`src/rtl/ula_pipe.sv`:
```
// Registered EX-stage ALU (add/sub/and/or/sll/srl/slt, op 7 = shift-add mul when ULA_MUL_EN is defined).
// Latency: ops 0-6 one edge; mul WIDTH edges after acceptance (without ULA_MUL_EN op 7 yields 0 in one edge).
// Backpressure: result held while out_valid && !out_ready; in_ready low while holding or multiplying.
module ula_pipe #(
    parameter  int WIDTH   = 32,
    localparam int SHAMT_W = $clog2(WIDTH)
) (
    input  logic               clk,
    input  logic               reset_n,
    input  logic               in_valid,
    output logic               in_ready,
    input  logic [2:0]         operation,
    input  logic [WIDTH-1:0]   reg1,
    input  logic [WIDTH-1:0]   reg2,
    input  logic [SHAMT_W-1:0] shamt,
    output logic               out_valid,
    input  logic               out_ready,
    output logic [WIDTH-1:0]   out,
    output logic               zeroFlag
);

    logic [WIDTH-1:0] alu_res;
    logic             accept;

    always_comb begin
        alu_res = '0;
        unique case (operation)
            3'd0:    alu_res = reg1 + reg2;
            3'd1:    alu_res = reg1 - reg2;
            3'd2:    alu_res = reg1 & reg2;
            3'd3:    alu_res = reg1 | reg2;
            3'd4:    alu_res = reg2 << shamt;
            3'd5:    alu_res = reg2 >> shamt;
            3'd6:    alu_res = (reg1 < reg2) ? '1 : '0;
            default: alu_res = '0;
        endcase
    end

`ifdef ULA_MUL_EN
    typedef enum logic {IDLE, BUSY} state_t;

    state_t             state;
    logic [WIDTH-1:0]   mcand;
    logic [WIDTH-1:0]   mplier;
    logic [WIDTH-1:0]   acc;
    logic [SHAMT_W-1:0] cnt;
    logic [WIDTH-1:0]   acc_next;

    assign in_ready = (state == IDLE) && (!out_valid || out_ready);
    assign accept   = in_valid && in_ready;
    assign acc_next = acc + (mplier[0] ? mcand : '0);

    always_ff @(posedge clk or negedge reset_n) begin
        if (!reset_n) begin
            state     <= IDLE;
            out_valid <= 1'b0;
            out       <= '0;
            zeroFlag  <= 1'b1;
            mcand     <= '0;
            mplier    <= '0;
            acc       <= '0;
            cnt       <= '0;
        end else begin
            unique case (state)
                IDLE: begin
                    if (accept) begin
                        if (operation == 3'd7) begin
                            // Output slot is already free: acceptance implies it was empty or retiring.
                            mcand     <= reg1;
                            mplier    <= reg2;
                            acc       <= '0;
                            cnt       <= '0;
                            out_valid <= 1'b0;
                            state     <= BUSY;
                        end else begin
                            out       <= alu_res;
                            zeroFlag  <= (alu_res == '0);
                            out_valid <= 1'b1;
                        end
                    end else if (out_ready) begin
                        out_valid <= 1'b0;
                    end
                end
                BUSY: begin
                    acc    <= acc_next;
                    mcand  <= mcand << 1;
                    mplier <= mplier >> 1;
                    cnt    <= cnt + 1'b1;
                    if (cnt == SHAMT_W'(WIDTH - 1)) begin
                        out       <= acc_next;
                        zeroFlag  <= (acc_next == '0);
                        out_valid <= 1'b1;
                        state     <= IDLE;
                    end
                end
                default: state <= IDLE;
            endcase
        end
    end
`else
    assign in_ready = !out_valid || out_ready;
    assign accept   = in_valid && in_ready;

    always_ff @(posedge clk or negedge reset_n) begin
        if (!reset_n) begin
            out_valid <= 1'b0;
            out       <= '0;
            zeroFlag  <= 1'b1;
        end else if (accept) begin
            out       <= alu_res;
            zeroFlag  <= (alu_res == '0);
            out_valid <= 1'b1;
        end else if (out_ready) begin
            out_valid <= 1'b0;
        end
    end
`endif

endmodule

```
`config.mk`:
```
export PLATFORM = sky130hd
export DESIGN_NAME = ula_pipe
export DESIGN_NICKNAME = d
export VERILOG_FILES = /design/src/rtl/ula_pipe.sv
export SDC_FILE = /design/constraint.sdc
export NUM_CORES = 1
export LEC_CHECK = 0
export BUFFER_PORTS_ARGS = -buffer_cell sky130_fd_sc_hd__buf_4
export CAP_MARGIN = 30
export CORE_MARGIN = 2
export CORE_UTILIZATION = 60
export DETAILED_ROUTE_END_ITERATION = 10
export PLACE_DENSITY_LB_ADDON = 0.15
export REMOVE_ABC_BUFFERS = 1
export SLEW_MARGIN = 20
export SYNTH_ARGS = -nofsm -noshare
export SYNTH_HDL_FRONTEND = slang
export SYNTH_SLANG_ARGS = --single-unit
export TNS_END_PERCENT = 1
```
`constraint.sdc`:
```
create_clock -name clk -period 1.8 [get_ports clk]
set_clock_uncertainty 0.15 [all_clocks]
set_input_delay 0.36 -clock clk [delete_from_list [all_inputs] [get_ports clk]]
set_output_delay 0.36 -clock clk [all_outputs]
set_load 0.005 [all_outputs]
```
==> summary.txt, run 1 <==
Floorplan
  – Die Y: 141.3 um
  – Cell Rows: 50
  – Die span in x: 141.3 um
  – Initial Util: 0.6085
  – I/O Pins: 111

CTS
  – CTS Buf Count: 5
  – H-tree Lvls: 2
  – Clock buffer depth: 2
  – Root Buffer: clkbuf_16
  – CTS Sinks: 34

Place
  – Hpwl dp: 49270 um
  – PortBufs: 110
  – RePlAce Congestion: ~1.3

Yosys
  – Asr flop ratio synth: 1.000
  – Synthesis-stage register bit count: 34
  – Commonest cells in the netlist: nand2_1, nor2_1, a21oi_1
  – Post-synth top area share: 0.1162
  – Mapped Cells: ~1500
  – Sequential-to-total area share from yosys stat: 0.07537
  – Top cells by area, synth: ha_1, mux4_2, dfrtp_1
  – Yosys cell types: 94
  – Top FF cell, synth: dfrtp_1
  – EDFF count, synth: 0
  – Yosys warns: 0
  – Synth Cell Area: 11310 sq um
  – Area leader, netlist: ha_1
  – Syn avg cell area: 7.308 sq um
  – Most numerous cell in the Yosys netlist: nand2_1

Global route
  – GRT overflow: 651
  – Largest net degree at the start of global routing: 43
  – Tot GR Track Use: 0.9123
  – Vias in the first global route: roughly 23000
  – First-pass GRT wire length: 143700 um

Outcome
  – Fail Step: 5_1_grt
  – First Err: [ERROR GRT-0116] Global routing finished with congestion. Check the congestion regions in the DRC Viewer.
  – Outcome: aborted with a tool error
-- timing repair --
action                                 in CTS
pin swaps                                  59
gates cloned                                1
setup endpoints to repair                  33
gates resized for setup                   209
buffers inserted                           26
endpoints found under the hold margin      33
hold buffers                                1
-- layer usage --
metal / GRT overflow / track usage
met4: 246 / 0.9974
met2: 358 / 1.067
met5: 2 / 0.5263
met1: 15 / 0.8702
met3: 30 / 0.7725
-- through the flow --
stage	std cells	setup WS [ps]	util	cell area (sq um)	hold slack [ps]
floorplan	1410	-2354	-	10660	-85.59
global placement	2359	-2546	0.8869	16480	167.5
CTS	2395	-1974	0.9589	17820	239.8
detailed placement	2359	-2775	0.8869	16480	175.9
-- cell families after synthesis --
logic type / after synthesis / share of synthesized area
and+or+nand+nor: 522 / 0.2209
buffers and inverters: 242 / 0.09208
AOI/OAI and AO/OA: 475 / 0.2817
DFF: 34 / 0.07537
xor gates and xnor gates: 26 / 0.02014
muxes: 141 / 0.1901
adders and majority gates: 107 / 0.1197
==> run 2: changes to the inputs <==
- CORE_UTILIZATION: 60 -> 40
==> run 2 against run 1 <==
Compared with the run above:
- the flow now finishes, with violations (negative setup slack)
- synthesized cell count did not move
- synthesized area did not move
==> summary.txt, run 2 <==
Place
  – RePlAce Congestion: 1.105
  – Dpl ws: -2880 ps
  – PortBufs: 110
  – Hpwl dp: 54630 um

Detailed routing
  – Overall routed net length: 65710 um
  – DRT iter0 DRCs: approximately 1900
  – # DRC: 0
  – DRT Pass-1 Iters: 6
  – Drt wl/cell: 24.91 um
  – Vias per inst: 6.124
  – Remaining antenna violation count after routing: 0
  – Vias: 16150

Global route
  – GRT overflow: 0
  – Initial antenna violation count: 1
  – Largest net degree at the start of global routing: 42
  – Tot GR Track Use: 0.4337
  – Vias in the first global route: ~16000
  – First-pass GRT wire length: 95640 um

Final layout
  – Leading cell type in the layout, fill and taps excluded: buf_4
  – Largest regs: out x32, out_valid x1, zeroFlag x1
  – Max FFs per register: 32
  – Register with the most flip-flops: out
  – Layout cells sized above 1: 0.4803
  – Most frequent cells in the layout: buf_4, nand2_1, nor2_1
  – Fin nets: roughly 2400
  – Layout area overhead: 67.16%
  – Final core occ: 0.6803

Timing
  – Pins over their slew limit: 0
  – Min Tclk post-route: approximately 4000 ps
  – Max-Slew Margin vs Limit: 0.3528
  – Tcrit/Tclk final: 2.227
  – Final worst slack: -2209 ps
  – Sum Neg Setup Slack: -41960 ps
  – Fmax: 0.2495 GHz
  – RSZ-0062 raised after global routing: true
  – Worst-Margin Slew: 946.4 ps
  – Fin. Hold Viols: 0
  – Hold WS: 246.5 ps
  – Final setup violation count: 33

Yosys
  – Top cells by area, synth: ha_1, mux4_2, dfrtp_1
  – Asr flop ratio synth: 1.000
  – Mapped Cells: 1547
  – Sequential-to-total area share from yosys stat: 0.07537
  – Post-synth top area share: 0.1162
  – Syn avg cell area: 7.308 sq um
  – Yosys warns: 0
  – Synth Cell Area: 11310 sq um
  – Yosys cell types: 94
  – Commonest cells in the netlist: nand2_1, nor2_1, a21oi_1
  – EDFF count, synth: 0
  – Top FF cell, synth: dfrtp_1
  – Most numerous cell in the Yosys netlist: nand2_1
  – Synthesis-stage register bit count: 34
  – Area leader, netlist: ha_1

Floorplan
  – Cell Rows: about 60
  – Initial Util: 0.4070
  – Die Y: 172.1 um
  – Core area: 27780 sq um
  – Die span in x: 172.1 um
  – Die Area: 29630 sq um
  – I/O Pins: 111

Outcome
  – Outcome: complete, but fails checks
  – Failing checks: negative setup slack

CTS
  – Root Buffer: clkbuf_16
  – CTS Sinks: 34
  – Skew-Pair Late Insertion Delay: approximately 280 ps
  – CTS tree: built
  – H-tree Lvls: 2
  – Clock buffer depth: 2
  – Clk pin slew, worst setup/hold paths: 50 ps
  – CTS Buf Count: 5

Critical path
  – Req. time, crit path: 1830 ps
  – Worst EP arrival: 4040 ps
  – R2R Setup Slk: -250 ps
  – Setup CP Type: primary input to register
  – FF-to-FF path depth: 7
  – Crit start category: primary input
  – CP Max Fanout: 8
  – CP Capture Type: register

Flow run
  – Max_cap viols: 0

Worst hold path
  – HP Class: primary input to register
  – Hold Path Stages: 3

Pwr
  – PwrDens: 425.5 nW/um^2
  – Leak: 8.925 nW
  – Power, Total: 8.041 mW
  – VDD IR max: 0.3060 mV
==> run 2: cell counts after synthesis <==
No cell type changed its count.
==> run 2: layout make-up <==
| cell class | instances | area (sq um) |
|---|---|---|
| Multi-Input combinational cell | 1271 | 10270 |
| Tap cell | 378 | 473.0 |
| Clock inverter | 2 | 10.01 |
| Timing Repair Buffer | 841 | 6754 |
| Clock buffer | 6 | 128.9 |
| Antenna cell | 1 | 2.502 |
| Sequential cell | 34 | 852.1 |
| Inverter | 105 | 406.6 |
| Fill cell | 2410 | 8882 |
==> run 2: worst max-delay path, cell delays in order <==
cell,delay [ps]
buf_4,180
inv_1,220
ha_2,370
a21oi_1,330
o21ai_0,240
a22o_1,250
nor3_1,170
nand4b_1,150
or4b_4,510
or4_4,570
nor4_4,320
nand4b_1,150
o41ai_2,210
==> run 2: worst paths after layout <==
path                                        from                    end
setup / recovery                        reg2[17]   zeroFlag$_DFFE_PN1P_
hold / removal                          in_valid  out_valid$_DFFE_PN0P_
setup reg to reg           out_valid$_DFFE_PN0P_   zeroFlag$_DFFE_PN1P_
hold reg to reg              out[24]$_DFFE_PN0P_    out[24]$_DFFE_PN0P_
max in group asynchronous                reset_n   zeroFlag$_DFFE_PN1P_
min in group asynchronous                reset_n    out[14]$_DFFE_PN0P_
==> run 2: metal layers <==
metal / GRT usage / part of all wire / vias up
li1: - / - / 7171
met1: 0.5610 / 0.40 / 7678
met2: 0.7042 / 0.44 / 1056
met3: 0.05951 / 0.092 / 249
met4: 0.2254 / 0.065 / 0
met5: 0 / 0 / -
==> run 2: cells by family after synthesis <==
logic type / synth area share
compound gates: 0.2817
fa+ha+maj: 0.1197
flops: 0.07537
buf+inv: 0.09208
mux: 0.1901
simple gates: 0.2209
xor+xnor: 0.02014
==> run 2: repair_timing <==
item | CTS | global route
hold endpoints to repair | 33 | 0
buffers inserted | 34 | 10
cloned | 2 | 0
setup endpoints to repair | 33 | 33
gates resized for setup | 178 | 53
hold buffers | 1 | 0
pin swaps | 55 | 27
==> run 2: through the flow <==
stage               instance area (sq um)  std cells
global route                        18900       2637
finish                              18900       2638
global placement                    17310       2582
detailed placement                  17320       2582
CTS                                 18600       2627
floorplan                           10660       1410
==> run 2: report_power, final <==
part / internal [mW] / leakage, nW / switching [mW]
clock network: 0.506 / 0.0706 / 0.289
logic: 3.08 / 8.44 / 3.19
registers: 0.902 / 0.418 / 0.0714
total: 4.49 / 8.92 / 3.55
Power figures use the tool's default switching activity.
==> run 3: changes to the inputs <==
- REMOVE_ABC_BUFFERS: 1 -> default
==> run 3 against run 2 <==
Compared with the run above:
- the flow still finishes with violations (negative setup slack)
- worst hold slack worse by 100 ps
- total power is 2.3% lower
- die area stayed put
- sequential share of layout area is 0.18 points higher
- critical endpoint unchanged
- largest cell class unchanged
==> summary.txt, run 3 (synthesis results as in run 2) <==
Timing
  – Fmax: ~0.26 GHz
  – Fin. Hold Viols: 0
  – Final setup violation count: 33
  – Worst-Margin Slew: 777.7 ps
  – Final worst slack: -2083 ps
  – RSZ-0062 raised after global routing: true
  – Pins over their slew limit: 0
  – Tcrit/Tclk final: 2.157
  – Max-Slew Margin vs Limit: 0.4808
  – Min Tclk post-route: 3883 ps

Final layout
  – Diodes inserted: 0
  – Max FFs per register: 32
  – Most frequent cells in the layout: buf_4, nand2_1, nor2_1
  – Register with the most flip-flops: out
  – Largest regs: out x32, out_valid x1, zeroFlag x1
  – Fin nets: 2383
  – Layout area overhead: 60.82%
  – Leading cell type in the layout, fill and taps excluded: buf_4
  – Final core occ: 0.6545
  – Layout cells sized above 1: 0.4607

CTS
  – Clk pin slew, worst setup/hold paths: approximately 50 ps
  – CTS Sinks: 34
  – Clock buffer depth: 2
  – Root Buffer: clkbuf_16
  – H-tree Lvls: 2
  – CTS Buf Count: 5
  – Skew-Pair Late Insertion Delay: 270 ps
  – CTS tree: built

Outcome
  – Failing checks: negative setup slack
  – Outcome: complete, but fails checks

Detailed routing
  – Overall routed net length: around 64000 um
  – Remaining antenna violation count after routing: 0
  – # DRC: 0
  – Vias per inst: 6.015
  – DRT Pass-1 Iters: 5
  – DRT iter0 DRCs: 1669
  – Vias: 15510
  – Drt wl/cell: 24.68 um

Critical path
  – Most used cell, CP: buf_4
  – CP delay by family, top: simple AND/OR/NAND/NOR gates
  – Max stage delay on crit path: approximately 550 ps
  – CP Capture Type: register
  – Worst EP arrival: 3920 ps
  – CP Cell Sequence: buf_4, inv_1, ha_1, nor4_2, buf_4, inv_1, a311oi_2, buf_4, a211oi_4, buf_6, or4_4, or4_4, nor4_4, nand4b_1, o41ai_2
  – CP Max Fanout: 7
  – CP Launch Point: reg2[17]
  – Req. time, crit path: 1830 ps
  – Crit start category: primary input
  – Setup CP Type: primary input to register
  – Slowest CP cell: or4_4
  – WP buf/inv: 6
  – R2R Path Start: out_valid$_DFFE_PN0P_

Pwr
  – Leak: 8.536 nW
  – PwrDens: around 430 nW/um^2
  – Power, Total: ~8 mW
  – VDD IR max: 0.3890 mV

Worst hold path
  – HP Class: primary input to register
  – Worst min-delay path startpoint: in_valid

Place
  – Hpwl dp: 53520 um
  – PortBufs: 110
  – Dpl ws: -3122 ps
  – RePlAce Congestion: about 1.1

Global route
  – Largest net degree at the start of global routing: 38
  – First-pass GRT wire length: 91710 um
  – Vias in the first global route: 14790
  – GRT overflow: 0
  – Initial antenna violation count: 0
  – Tot GR Track Use: 0.4190

Floorplan
  – Die Y: ~170 um
  – Cell Rows: between 60 and 70
  – Die span in x: 172.1 um
  – I/O Pins: 111
  – Initial Util: 0.4070
  – Core area: 27780 sq um
  – Die Area: roughly 30000 sq um

Flow run
  – Max_cap viols: 0

Yosys
  – Net Count, Synth: 1730
## run 3: power by group
part | switching (mW) | internal [mW] | leakage [nW]
Clock | 0.304 | 0.514 | 0.0652
Sequential | 0.0762 | 0.902 | 0.418
Combinational | 3.14 | 2.92 | 8.05
Total | 3.52 | 4.33 | 8.54
## run 3: per-stage QoR
stage	TNS, ps	area [sq um]	instances	hold WS [ps]
3_3_place_gp	-57550	17250	2561	177.1
2_1_floorplan	-39160	11510	1547	-85.59
4_1_cts	-40010	17850	2574	138.2
5_1_grt	-43800	18180	2579	152.2
3_5_place_dp	-59130	17250	2562	183.6
6_report	-41370	18180	2579	144.5
## run 3: final cells by class
class | instances | area (sq um)
clock buffer | 8 | 136.4
fill | 2570 | 9599
inverter | 105 | 401.6
multi-input combinational | 1271 | 10170
sequential | 34 | 852.1
tap | 378 | 473.0
timing repair buffer | 783 | 6153
## run 3: worst register-to-register path, cell delays in order, from the launching register on
cell and delay (ps):
dfrtp_1 370, nand2b_1 90, nand2_1 160, a21oi_1 170
o21ai_0 100, nor3_1 180, buf_4 150, o21ai_1 120
o41ai_2 350
## run 3: final timing paths
check / end / slack, ps / depth (start not counted)
worst max register to register: zeroFlag$_DFFE_PN1P_ / -120 / 8
worst min register to register: out[1]$_DFFE_PN0P_ / 320 / 2
max in group asynchronous: zeroFlag$_DFFE_PN1P_ / 710 / 2
worst max-delay path: zeroFlag$_DFFE_PN1P_ / -2080 / 15
worst min-delay path: out_valid$_DFFE_PN0P_ / 140 / 2
min in group asynchronous: out[6]$_DFFE_PN0P_ / 440 / 2
## run 3: what timing repair did
action	in CTS	in global routing
endpoints found under the hold margin	33	0
setup endpoints to repair	33	33
resized for setup	97	70
setup buffers	4	5
pin swaps	28	26
hold buffers	1	0
## run 3: metal layers
layer | GRT usage | vias to the layer above | routed length, um
met4 | 0.2368 | 0 | 4409
met2 | 0.6583 | 919 | 27840
met1 | 0.5474 | 7353 | 25660
li1 | - | 7049 | -
met3 | 0.06638 | 192 | 5727
met5 | 0 | - | 0
